[src/rtl/key_debounce.sv]
// Debounced reader for N_KEY active-low keys: 2-flop sync, stability counter, level + press/release pulses.
// Optional auto-repeat of key_press while held is built when KEY_REPEAT_EN is defined.
module key_debounce #(
    parameter int N_KEY   = 4,
    parameter int DEB_CYC = 1000000,
    parameter int REP_DLY = 25000000,
    parameter int REP_PER = 5000000
) (
    input  logic             clk,
    input  logic             res,
    input  logic [N_KEY-1:0] key_n,
    output logic [N_KEY-1:0] key_state,
    output logic [N_KEY-1:0] key_press,
    output logic [N_KEY-1:0] key_release
);

    localparam int CW = (DEB_CYC > 2) ? $clog2(DEB_CYC) : 1;
    localparam logic [CW-1:0] CNT_MAX = CW'(DEB_CYC - 1);

    logic [N_KEY-1:0] s1, s2;
    logic [N_KEY-1:0] p;
    logic [N_KEY-1:0] hit;
    logic [N_KEY-1:0] rep_fire;
    logic [CW-1:0]    cnt [N_KEY];

    assign p = ~s2;

    always_comb begin
        hit = '0;
        for (int unsigned i = 0; i < N_KEY; i++) begin
            hit[i] = (p[i] != key_state[i]) && (cnt[i] == CNT_MAX);
        end
    end

    always_ff @(posedge clk or negedge res) begin
        if (!res) begin
            s1          <= '1;
            s2          <= '1;
            key_state   <= '0;
            key_press   <= '0;
            key_release <= '0;
            for (int unsigned i = 0; i < N_KEY; i++) begin
                cnt[i] <= '0;
            end
        end else begin
            s1          <= key_n;
            s2          <= s1;
            key_press   <= (hit & p) | rep_fire;
            key_release <= hit & ~p;
            for (int unsigned i = 0; i < N_KEY; i++) begin
                if (p[i] == key_state[i]) begin
                    cnt[i] <= '0;
                end else if (hit[i]) begin
                    key_state[i] <= p[i];
                    cnt[i]       <= '0;
                end else begin
                    cnt[i] <= cnt[i] + 1'b1;
                end
            end
        end
    end

`ifdef KEY_REPEAT_EN
    localparam int RMAX = (REP_DLY > REP_PER) ? REP_DLY : REP_PER;
    localparam int RW   = (RMAX > 2) ? $clog2(RMAX) : 1;
    localparam logic [RW-1:0] DLY_MAX = RW'(REP_DLY - 1);
    localparam logic [RW-1:0] PER_MAX = RW'(REP_PER - 1);

    logic [RW-1:0]    rcnt [N_KEY];
    logic [N_KEY-1:0] rep_on;

    // A release accepted this cycle (hit while key_state=1) suppresses any repeat.
    always_comb begin
        rep_fire = '0;
        for (int unsigned i = 0; i < N_KEY; i++) begin
            rep_fire[i] = key_state[i] && !hit[i] &&
                          (rep_on[i] ? (rcnt[i] == PER_MAX) : (rcnt[i] == DLY_MAX));
        end
    end

    always_ff @(posedge clk or negedge res) begin
        if (!res) begin
            rep_on <= '0;
            for (int unsigned i = 0; i < N_KEY; i++) begin
                rcnt[i] <= '0;
            end
        end else begin
            for (int unsigned i = 0; i < N_KEY; i++) begin
                if (!key_state[i] || hit[i]) begin
                    rcnt[i]   <= '0;
                    rep_on[i] <= 1'b0;
                end else if (rep_fire[i]) begin
                    rcnt[i]   <= '0;
                    rep_on[i] <= 1'b1;
                end else begin
                    rcnt[i] <= rcnt[i] + 1'b1;
                end
            end
        end
    end
`else
    assign rep_fire = '0;

    // Repeat timing parameters only matter with the repeat feature built; keep them referenced.
    if (REP_DLY < 1 || REP_PER < 1) begin : g_rep_param_unused
    end
`endif

endmodule

[config.mk]
export PLATFORM = sky130hd
export DESIGN_NAME = key_debounce
export DESIGN_NICKNAME = d
export VERILOG_FILES = /design/src/rtl/key_debounce.sv
export SDC_FILE = /design/constraint.sdc
export NUM_CORES = 1
export LEC_CHECK = 0
export BUFFER_PORTS_ARGS = -buffer_cell sky130_fd_sc_hd__buf_2
export CAP_MARGIN = 0
export CORE_UTILIZATION = 35
export CTS_CLUSTER_DIAMETER = 60
export CTS_CLUSTER_SIZE = 40
export DETAILED_ROUTE_END_ITERATION = 8
export SYNTH_ARGS = -nofsm -noshare
export SYNTH_HDL_FRONTEND = slang
export SYNTH_SLANG_ARGS = --single-unit
export TNS_END_PERCENT = 5
[constraint.sdc]
create_clock -name clk -period 2.2 [get_ports clk]
set_input_delay 0 -clock clk [delete_from_list [all_inputs] [get_ports clk]]
set_output_delay 0 -clock clk [all_outputs]
set_load 0.01 [all_outputs]
==> results of run 1 <==
-- per-stage QoR --
stage               power [uW]  instance area [um^2]
CTS                       3700                  5380
floorplan                 1980                  4660
global route              3790                  5380
detailed placement        2050                  5020
finish                    3630                  5380
global placement          2040                  5020
-- Yosys cell counts --
cell,n
sky130_fd_sc_hd__o21ai_0,8
sky130_fd_sc_hd__ha_1,4
sky130_fd_sc_hd__inv_1,14
sky130_fd_sc_hd__or3b_1,4
sky130_fd_sc_hd__nor2b_1,2
sky130_fd_sc_hd__or2_1,5
sky130_fd_sc_hd__xnor2_1,38
sky130_fd_sc_hd__o21ai_1,3
sky130_fd_sc_hd__buf_2,3
sky130_fd_sc_hd__nor4b_1,3
sky130_fd_sc_hd__and3_1,8
sky130_fd_sc_hd__nor4_1,16
sky130_fd_sc_hd__o31ai_1,10
sky130_fd_sc_hd__a21oi_1,19
sky130_fd_sc_hd__nand4_2,1
sky130_fd_sc_hd__and4b_1,1
sky130_fd_sc_hd__clkbuf_1,10
sky130_fd_sc_hd__mux2i_1,2
sky130_fd_sc_hd__nand2_1,25
sky130_fd_sc_hd__nor3_1,10
sky130_fd_sc_hd__or4_1,12
sky130_fd_sc_hd__o41ai_1,2
sky130_fd_sc_hd__nand3b_1,1
sky130_fd_sc_hd__nand4_1,20
sky130_fd_sc_hd__dfrtp_1,92
sky130_fd_sc_hd__nand3_1,28
sky130_fd_sc_hd__nor4bb_1,1
sky130_fd_sc_hd__nor2_1,73
sky130_fd_sc_hd__a31oi_1,1
sky130_fd_sc_hd__or3_1,8
sky130_fd_sc_hd__dfstp_2,8
sky130_fd_sc_hd__or4b_4,1
sky130_fd_sc_hd__and2_1,2
sky130_fd_sc_hd__a21o_1,2
sky130_fd_sc_hd__a21oi_2,1
sky130_fd_sc_hd__nor3b_1,1
sky130_fd_sc_hd__xor2_1,18
sky130_fd_sc_hd__and4_1,6
-- sequential cells by signal, summed over array words and instances (netlist names) --
name / flops
s1: 4
key_press: 4
cnt: 80
key_state: 4
key_release: 4
s2: 4
-- worst max-delay path: stages (launching register included) --
cell,delay [ns]
sky130_fd_sc_hd__dfrtp_1,0.39
sky130_fd_sc_hd__ha_1,0.25
sky130_fd_sc_hd__nand2_1,0.09
sky130_fd_sc_hd__or4_1,0.58
sky130_fd_sc_hd__o21ai_1,0.15
sky130_fd_sc_hd__buf_4,0.26
sky130_fd_sc_hd__nor2_1,0.08
-- where the power goes --
group | internal, uW | total, uW | switching (uW)
clock | 989 | 1610 | 625
combinational | 42.2 | 121 | 79.2
sequential | 1870 | 1890 | 24.6
-- path summary, 6_finish.rpt --
check / from / to
max: cnt[0]$_DFF_PN0_ / cnt[7]$_DFF_PN0_
min: res / cnt[49]$_DFF_PN0_
max reg2reg: cnt[0]$_DFF_PN0_ / cnt[7]$_DFF_PN0_
min reg2reg: s1[2]$_DFF_PN1_ / s2[2]$_DFF_PN1_
max in group asynchronous: res / s1[1]$_DFF_PN1_
min in group clk: key_n[3] / s1[3]$_DFF_PN1_
-- what timing repair did --
item                                   4_1_cts  5_1_grt
hold buffers                                 5        0
setup endpoints to repair                    0        0
buffers inserted                             0        0
endpoints found under the hold margin       53        0
-- kinds of logic after synthesis --
| family | Yosys count | share of synthesized area |
|---|---|---|
| and+or+nand+nor | 228 | 0.259 |
| muxes | 2 | 0.00430 |
| xor gates and xnor gates | 56 | 0.105 |
| AOI/OAI and AO/OA | 46 | 0.0586 |
| DFF | 100 | 0.540 |
| buffers and inverters | 27 | 0.0226 |
| adders and majority gates | 4 | 0.0108 |
-- routing by layer --
metal,vias up,share of wire,track usage,routed length [um]
met5,-,0,0,0
met4,0,0.017,0.0536,140
met3,12,0.024,0.0350,200
met2,33,0.47,0.225,3970
met1,1647,0.49,0.177,4090
li1,1702,-,-,-
-- cells in the final DEF, fill, tap and decap left out, types with 9 or more instances in the layout --
master                       n
sky130_fd_sc_hd__dfrtp_1    92
sky130_fd_sc_hd__nor2_1     73
sky130_fd_sc_hd__xnor2_1    38
sky130_fd_sc_hd__nand3_1    28
sky130_fd_sc_hd__nand2_1    25
sky130_fd_sc_hd__nand4_1    20
sky130_fd_sc_hd__a21oi_1    19
sky130_fd_sc_hd__xor2_1     18
sky130_fd_sc_hd__nor4_1     16
sky130_fd_sc_hd__buf_2      16
sky130_fd_sc_hd__inv_1      14
sky130_fd_sc_hd__buf_4      14
sky130_fd_sc_hd__or4_1      12
sky130_fd_sc_hd__o31ai_1    10
sky130_fd_sc_hd__nor3_1     10
sky130_fd_sc_hd__clkbuf_16   9
-- final cells by class --
class	instances	area share
clock buffer	12	0.0440
tap	172	0.0400
multi-input combinational	336	0.379
clock inverter	3	0.0121
inverter	14	0.00978
timing repair buffer	36	0.0475
sequential	100	0.467
==> reports/qor.json, run 1 <==
{
  "run_status": {"value": "finished clean"},
  "syn-instance-count": {"value": 463},
  "post-route-drc-count": {"value": 0},
  "first_pass_drt_iterations": {"value": 4},
  "r2r_slack": {"value": 0.27, "unit": "ns"},
  "nFillCells": {"value": 1198},
  "worst-endpoint-required": {"value": 2.42, "unit": "ns"},
  "regArea": {"value": 2510, "unit": "um^2"},
  "ff2ff_path_depth": {"value": 6},
  "design.die.area": {"value": 13800, "unit": "um^2"},
  "fin_crit_share": {"value": 0.875},
  "fin_worst_skew": {"value": 0.00406, "unit": "ns"},
  "final_net_count": {"value": 507},
  "slew_headroom": {"value": 0.525},
  "cts_root_buf": {"value": "sky130_fd_sc_hd__clkbuf_16"},
  "start_kind": {"value": "flip-flop"},
  "multi_input_area": {"value": 2040, "unit": "um^2"},
  "total_leakage_power": {"value": 0.00216, "unit": "uW"},
  "layoutNonFillerInstCount": {"value": 673},
  "synth.ff_latch_count": {"value": 100},
  "layout_setup_ws": {"value": 0.275, "unit": "ns"},
  "crit_path_max_fanout": {"value": 20},
  "place_worst_setup_slack": {"value": 0.291, "unit": "ns"},
  "grt_overall_usage": {"value": 0.139},
  "cts.sinks": {"value": 100},
  "fp.dieH": {"value": 117, "unit": "um"},
  "power.density": {"value": 675, "unit": "nW/um^2"},
  "port-buffer-count": {"value": 17},
  "synth_sequential_area_ratio": {"value": 0.540},
  "cts_tree": {"value": "built"},
  "totalWireLength": {"value": 8400, "unit": "um"},
  "fin_hold_ws": {"value": 0.255, "unit": "ns"},
  "cp.arrival": {"value": 2.14, "unit": "ns"},
  "grt_pass1_vias": {"value": 3417},
  "clk_transition_reported_paths": {"value": 0.06, "unit": "ns"},
  "drive_gt1_frac": {"value": 0.108},
  "setup-violations-final": {"value": 0},
  "category_of_the_critical_setup_timing_path": {"value": "flip-flop to flip-flop"},
  "vias": {"value": 3394},
  "dieWidth": {"value": 117, "unit": "um"},
  "synth_top_cell_area_share": {"value": 0.494},
  "syn_area": {"value": 4660, "unit": "um^2"},
  "hpwl": {"value": 5810, "unit": "um"},
  "cts_htree_levels": {"value": 3},
  "synth_top_cell_by_area": {"value": "sky130_fd_sc_hd__dfrtp_1"},
  "post_cts_resized": {"value": 0},
  "tightest_slew": {"value": 0.713, "unit": "ns"},
  "floorplan.initialDensity": {"value": 0.364},
  "slew_violations": {"value": 0},
  "timing.fmax": {"value": 0.519, "unit": "GHz"},
  "ir_worst_vdd": {"value": 0.383, "unit": "mV"},
  "grt_overflow": {"value": 0},
  "finalCriticalPeriod": {"value": 1.93, "unit": "ns"},
  "cts_made_buffers": {"value": 9},
  "core-area": {"value": 12800, "unit": "um^2"},
  "yosys_warnings": {"value": 0},
  "final_core_utilization": {"value": 0.421},
  "syn-num-nets": {"value": 473},
  "grt_setup_unrepaired": {"value": "no"},
  "synth_area_per_cell": {"value": 10.1, "unit": "um^2"},
  "initial_antenna_violation_count": {"value": 0},
  "routed_wire_length_per_instance": {"value": 12.5, "unit": "um"},
  "core.rowCount": {"value": 41},
  "count_of_different_cell_masters_after_synthesis": {"value": 38},
  "clock_buffer_depth": {"value": 2},
  "setup_total_negative_slack": {"value": 0, "unit": "ns"},
  "gp_routability_congestion": {"value": 0.807},
  "detail-route-antenna-nets": {"value": 0},
  "max-cap-violations": {"value": 0},
  "min_path_type": {"value": "input port to asynchronous set/reset pin"},
  "vias_per_cell": {"value": 5.04},
  "hold_viol": {"value": 0},
  "layout-area-overhead-vs-synth": {"value": 15.5, "unit": "%"},
  "grt_max_degree": {"value": 56},
  "drt-initial-drc-count": {"value": 136},
  "top_level_ports": {"value": 18},
  "timing.critical_path.to_type": {"value": "flip-flop"},
  "placed_cells_incl_taps": {"value": 653},
  "grt_first_pass_wirelength": {"value": 15700, "unit": "um"},
  "clock_latency": {"value": 0.34, "unit": "ns"},
  "insertedDiodeCount": {"value": 0},
  "synth.area.top_cells": {"value": "sky130_fd_sc_hd__dfrtp_1 49%, sky130_fd_sc_hd__xnor2_1 7.1%, sky130_fd_sc_hd__nor2_1 5.9%"}
}
No activity file was read; power rests on OpenSTA's default activity.
==> inputs of run 2 (changes only) <==
--- a/config.mk
+++ b/config.mk
@@ -5,12 +5,12 @@
 export SDC_FILE = /design/constraint.sdc
 export NUM_CORES = 1
 export LEC_CHECK = 0
-export BUFFER_PORTS_ARGS = -buffer_cell sky130_fd_sc_hd__buf_2
 export CAP_MARGIN = 0
 export CORE_UTILIZATION = 35
 export CTS_CLUSTER_DIAMETER = 60
 export CTS_CLUSTER_SIZE = 40
 export DETAILED_ROUTE_END_ITERATION = 8
+export DONT_BUFFER_PORTS = 1
 export SYNTH_ARGS = -nofsm -noshare
 export SYNTH_HDL_FRONTEND = slang
 export SYNTH_SLANG_ARGS = --single-unit
==> run 2 against run 1 <==
- die area unchanged
- clock skew up 0.0041 ns
- final cell count down 3.0%
- sequential share of layout area up 0.99 points
- the run now ends with hold timing left
- setup slack better by 0.028 ns
- sequential power about the same
==> reports/qor.json, run 2 (synthesized netlist as in run 1, its figures left out) <==
{
  "setup_total_negative_slack": {"value": 0, "unit": "ns"},
  "final_cell_mix": {"value": "92 x sky130_fd_sc_hd__dfrtp_1, 73 x sky130_fd_sc_hd__nor2_1, 38 x sky130_fd_sc_hd__xnor2_1"},
  "top_register": {"value": "cnt"},
  "totalPowerFinal": {"value": 3660, "unit": "uW"},
  "drt-initial-drc-count": {"value": 172},
  "cts_htree_levels": {"value": 3},
  "crit_path_max_fanout": {"value": 8},
  "first_pass_drt_iterations": {"value": 4},
  "nFillCells": {"value": 1216},
  "hold_viol": {"value": 100},
  "floorplan.initialDensity": {"value": 0.364},
  "design.die.area": {"value": 13800, "unit": "um^2"},
  "worst_setup_path_start": {"value": "cnt[67]$_DFF_PN0_"},
  "postCtsSetupBuffers": {"value": 0},
  "start_kind": {"value": "flip-flop"},
  "place_worst_setup_slack": {"value": 0.307, "unit": "ns"},
  "grt_setup_unrepaired": {"value": "no"},
  "layout_setup_ws": {"value": 0.303, "unit": "ns"},
  "timing.critical_path.to_type": {"value": "flip-flop"},
  "post_cts_resized": {"value": 0},
  "vias": {"value": 3317},
  "total_leakage_power": {"value": 0.00206, "unit": "uW"},
  "drive_gt1_frac": {"value": 0.0790},
  "layout.cells.most_common": {"value": "sky130_fd_sc_hd__dfrtp_1"},
  "vias_per_cell": {"value": 5.08},
  "cts.sinks": {"value": 100},
  "category_of_the_critical_setup_timing_path": {"value": "flip-flop to flip-flop"},
  "gp_routability_congestion": {"value": 0.771},
  "clock_latency": {"value": 0.35, "unit": "ns"},
  "postCtsHoldBufs": {"value": 4},
  "grt_overflow": {"value": 0},
  "grt_pass1_vias": {"value": 3206},
  "cp.arrival": {"value": 2.18, "unit": "ns"},
  "slew_headroom": {"value": 0.712},
  "violated_checks": {"value": "hold timing"},
  "min_path_type": {"value": "input port to asynchronous set/reset pin"},
  "initial_antenna_violation_count": {"value": 0},
  "max-cap-violations": {"value": 0},
  "post-route-drc-count": {"value": 0},
  "final_core_utilization": {"value": 0.412},
  "layout-area-overhead-vs-synth": {"value": 13.1, "unit": "%"},
  "wl_met2": {"value": 3820, "unit": "um"},
  "detail-route-antenna-nets": {"value": 0},
  "totalWireLength": {"value": 8320, "unit": "um"},
  "fin_worst_skew": {"value": 0.00815, "unit": "ns"},
  "insertedDiodeCount": {"value": 0},
  "power.density": {"value": 696, "unit": "nW/um^2"},
  "routed_wire_length_per_instance": {"value": 12.7, "unit": "um"},
  "run_status": {"value": "finished, violations left"},
  "wirelength_met1": {"value": 4080, "unit": "um"},
  "clock_buffer_depth": {"value": 2},
  "slew_violations": {"value": 0},
  "timing.fmax": {"value": 0.527, "unit": "GHz"},
  "wl_met3": {"value": 272, "unit": "um"},
  "final_net_count": {"value": 486},
  "cts_root_buf": {"value": "sky130_fd_sc_hd__clkbuf_16"},
  "highest-signal-layer": {"value": "met4"},
  "finalCriticalPeriod": {"value": 1.90, "unit": "ns"},
  "top_level_ports": {"value": 18},
  "dieWidth": {"value": 117, "unit": "um"},
  "ir_worst_vdd": {"value": 0.390, "unit": "mV"},
  "hpwl": {"value": 5440, "unit": "um"},
  "core-area": {"value": 12800, "unit": "um^2"},
  "fin_crit_share": {"value": 0.862},
  "port-buffer-count": {"value": 0},
  "fp.dieH": {"value": 117, "unit": "um"},
  "tightest_slew": {"value": 0.428, "unit": "ns"},
  "grt_first_pass_wirelength": {"value": 14900, "unit": "um"},
  "r2r_start": {"value": "cnt[67]$_DFF_PN0_"},
  "cts_made_buffers": {"value": 9},
  "core.rowCount": {"value": 41},
  "worst-endpoint-required": {"value": 2.48, "unit": "ns"},
  "cts_tree": {"value": "built"},
  "grt_overall_usage": {"value": 0.132},
  "clk_transition_reported_paths": {"value": 0.07, "unit": "ns"},
  "setup-violations-final": {"value": 0},
  "largest_register_ff_count": {"value": 80},
  "grt_max_degree": {"value": 101},
  "fin_hold_ws": {"value": -0.661, "unit": "ns"}
}
run 2: per-stage QoR:
stage               instances  cell area (um^2)
floorplan                 463              4660
global placement          633              4900
detailed placement        633              4900
CTS                       653              5260
global route              653              5260
finish                    653              5260
run 2: worst max-delay path: stages (launching register included):
cell and delay, ns:
sky130_fd_sc_hd__dfrtp_1 0.45, sky130_fd_sc_hd__nand4_2 0.18, sky130_fd_sc_hd__or3_1 0.52, sky130_fd_sc_hd__or4b_4 0.55
sky130_fd_sc_hd__a21oi_2 0.13
run 2: cell type report:
cell class                      instances  area [um^2]  share of cell area
Clock buffer                            9          225              0.0428
Clock inverter                          7         97.6              0.0185
Inverter                               14         52.6             0.00998
Multi-Input combinational cell        336         2040               0.387
Sequential cell                       100         2510               0.477
Tap cell                              172          215              0.0409
Timing Repair Buffer                   15          123              0.0233
run 2: routing by layer:
metal	vias to the layer above	track usage
met5	-	0
met4	0	0.0568
met3	12	0.0394
met2	30	0.210
met1	1615	0.166
li1	1660	-
run 2: power by group:
| part | leakage (uW) | internal, uW | total (uW) | switching, uW |
|---|---|---|---|---|
| logic | 0.000544 | 31.4 | 74.7 | 43.3 |
| registers | 0.00136 | 1870 | 1890 | 23.8 |
| clock network | 0.000158 | 1000 | 1690 | 691 |
| total | 0.00206 | 2900 | 3660 | 758 |
run 2: final timing paths:
kind,end,slack [ns],cells after the start
setup / recovery,cnt[77]$_DFF_PN0_,0.30,4
hold / removal,cnt[70]$_DFF_PN0_,-0.66,0
setup reg to reg,cnt[77]$_DFF_PN0_,0.30,4
hold reg to reg,s2[2]$_DFF_PN1_,0.36,0
max in group asynchronous,s2[3]$_DFF_PN1_,2.66,0
min in group clk,s1[3]$_DFF_PN1_,0.19,1
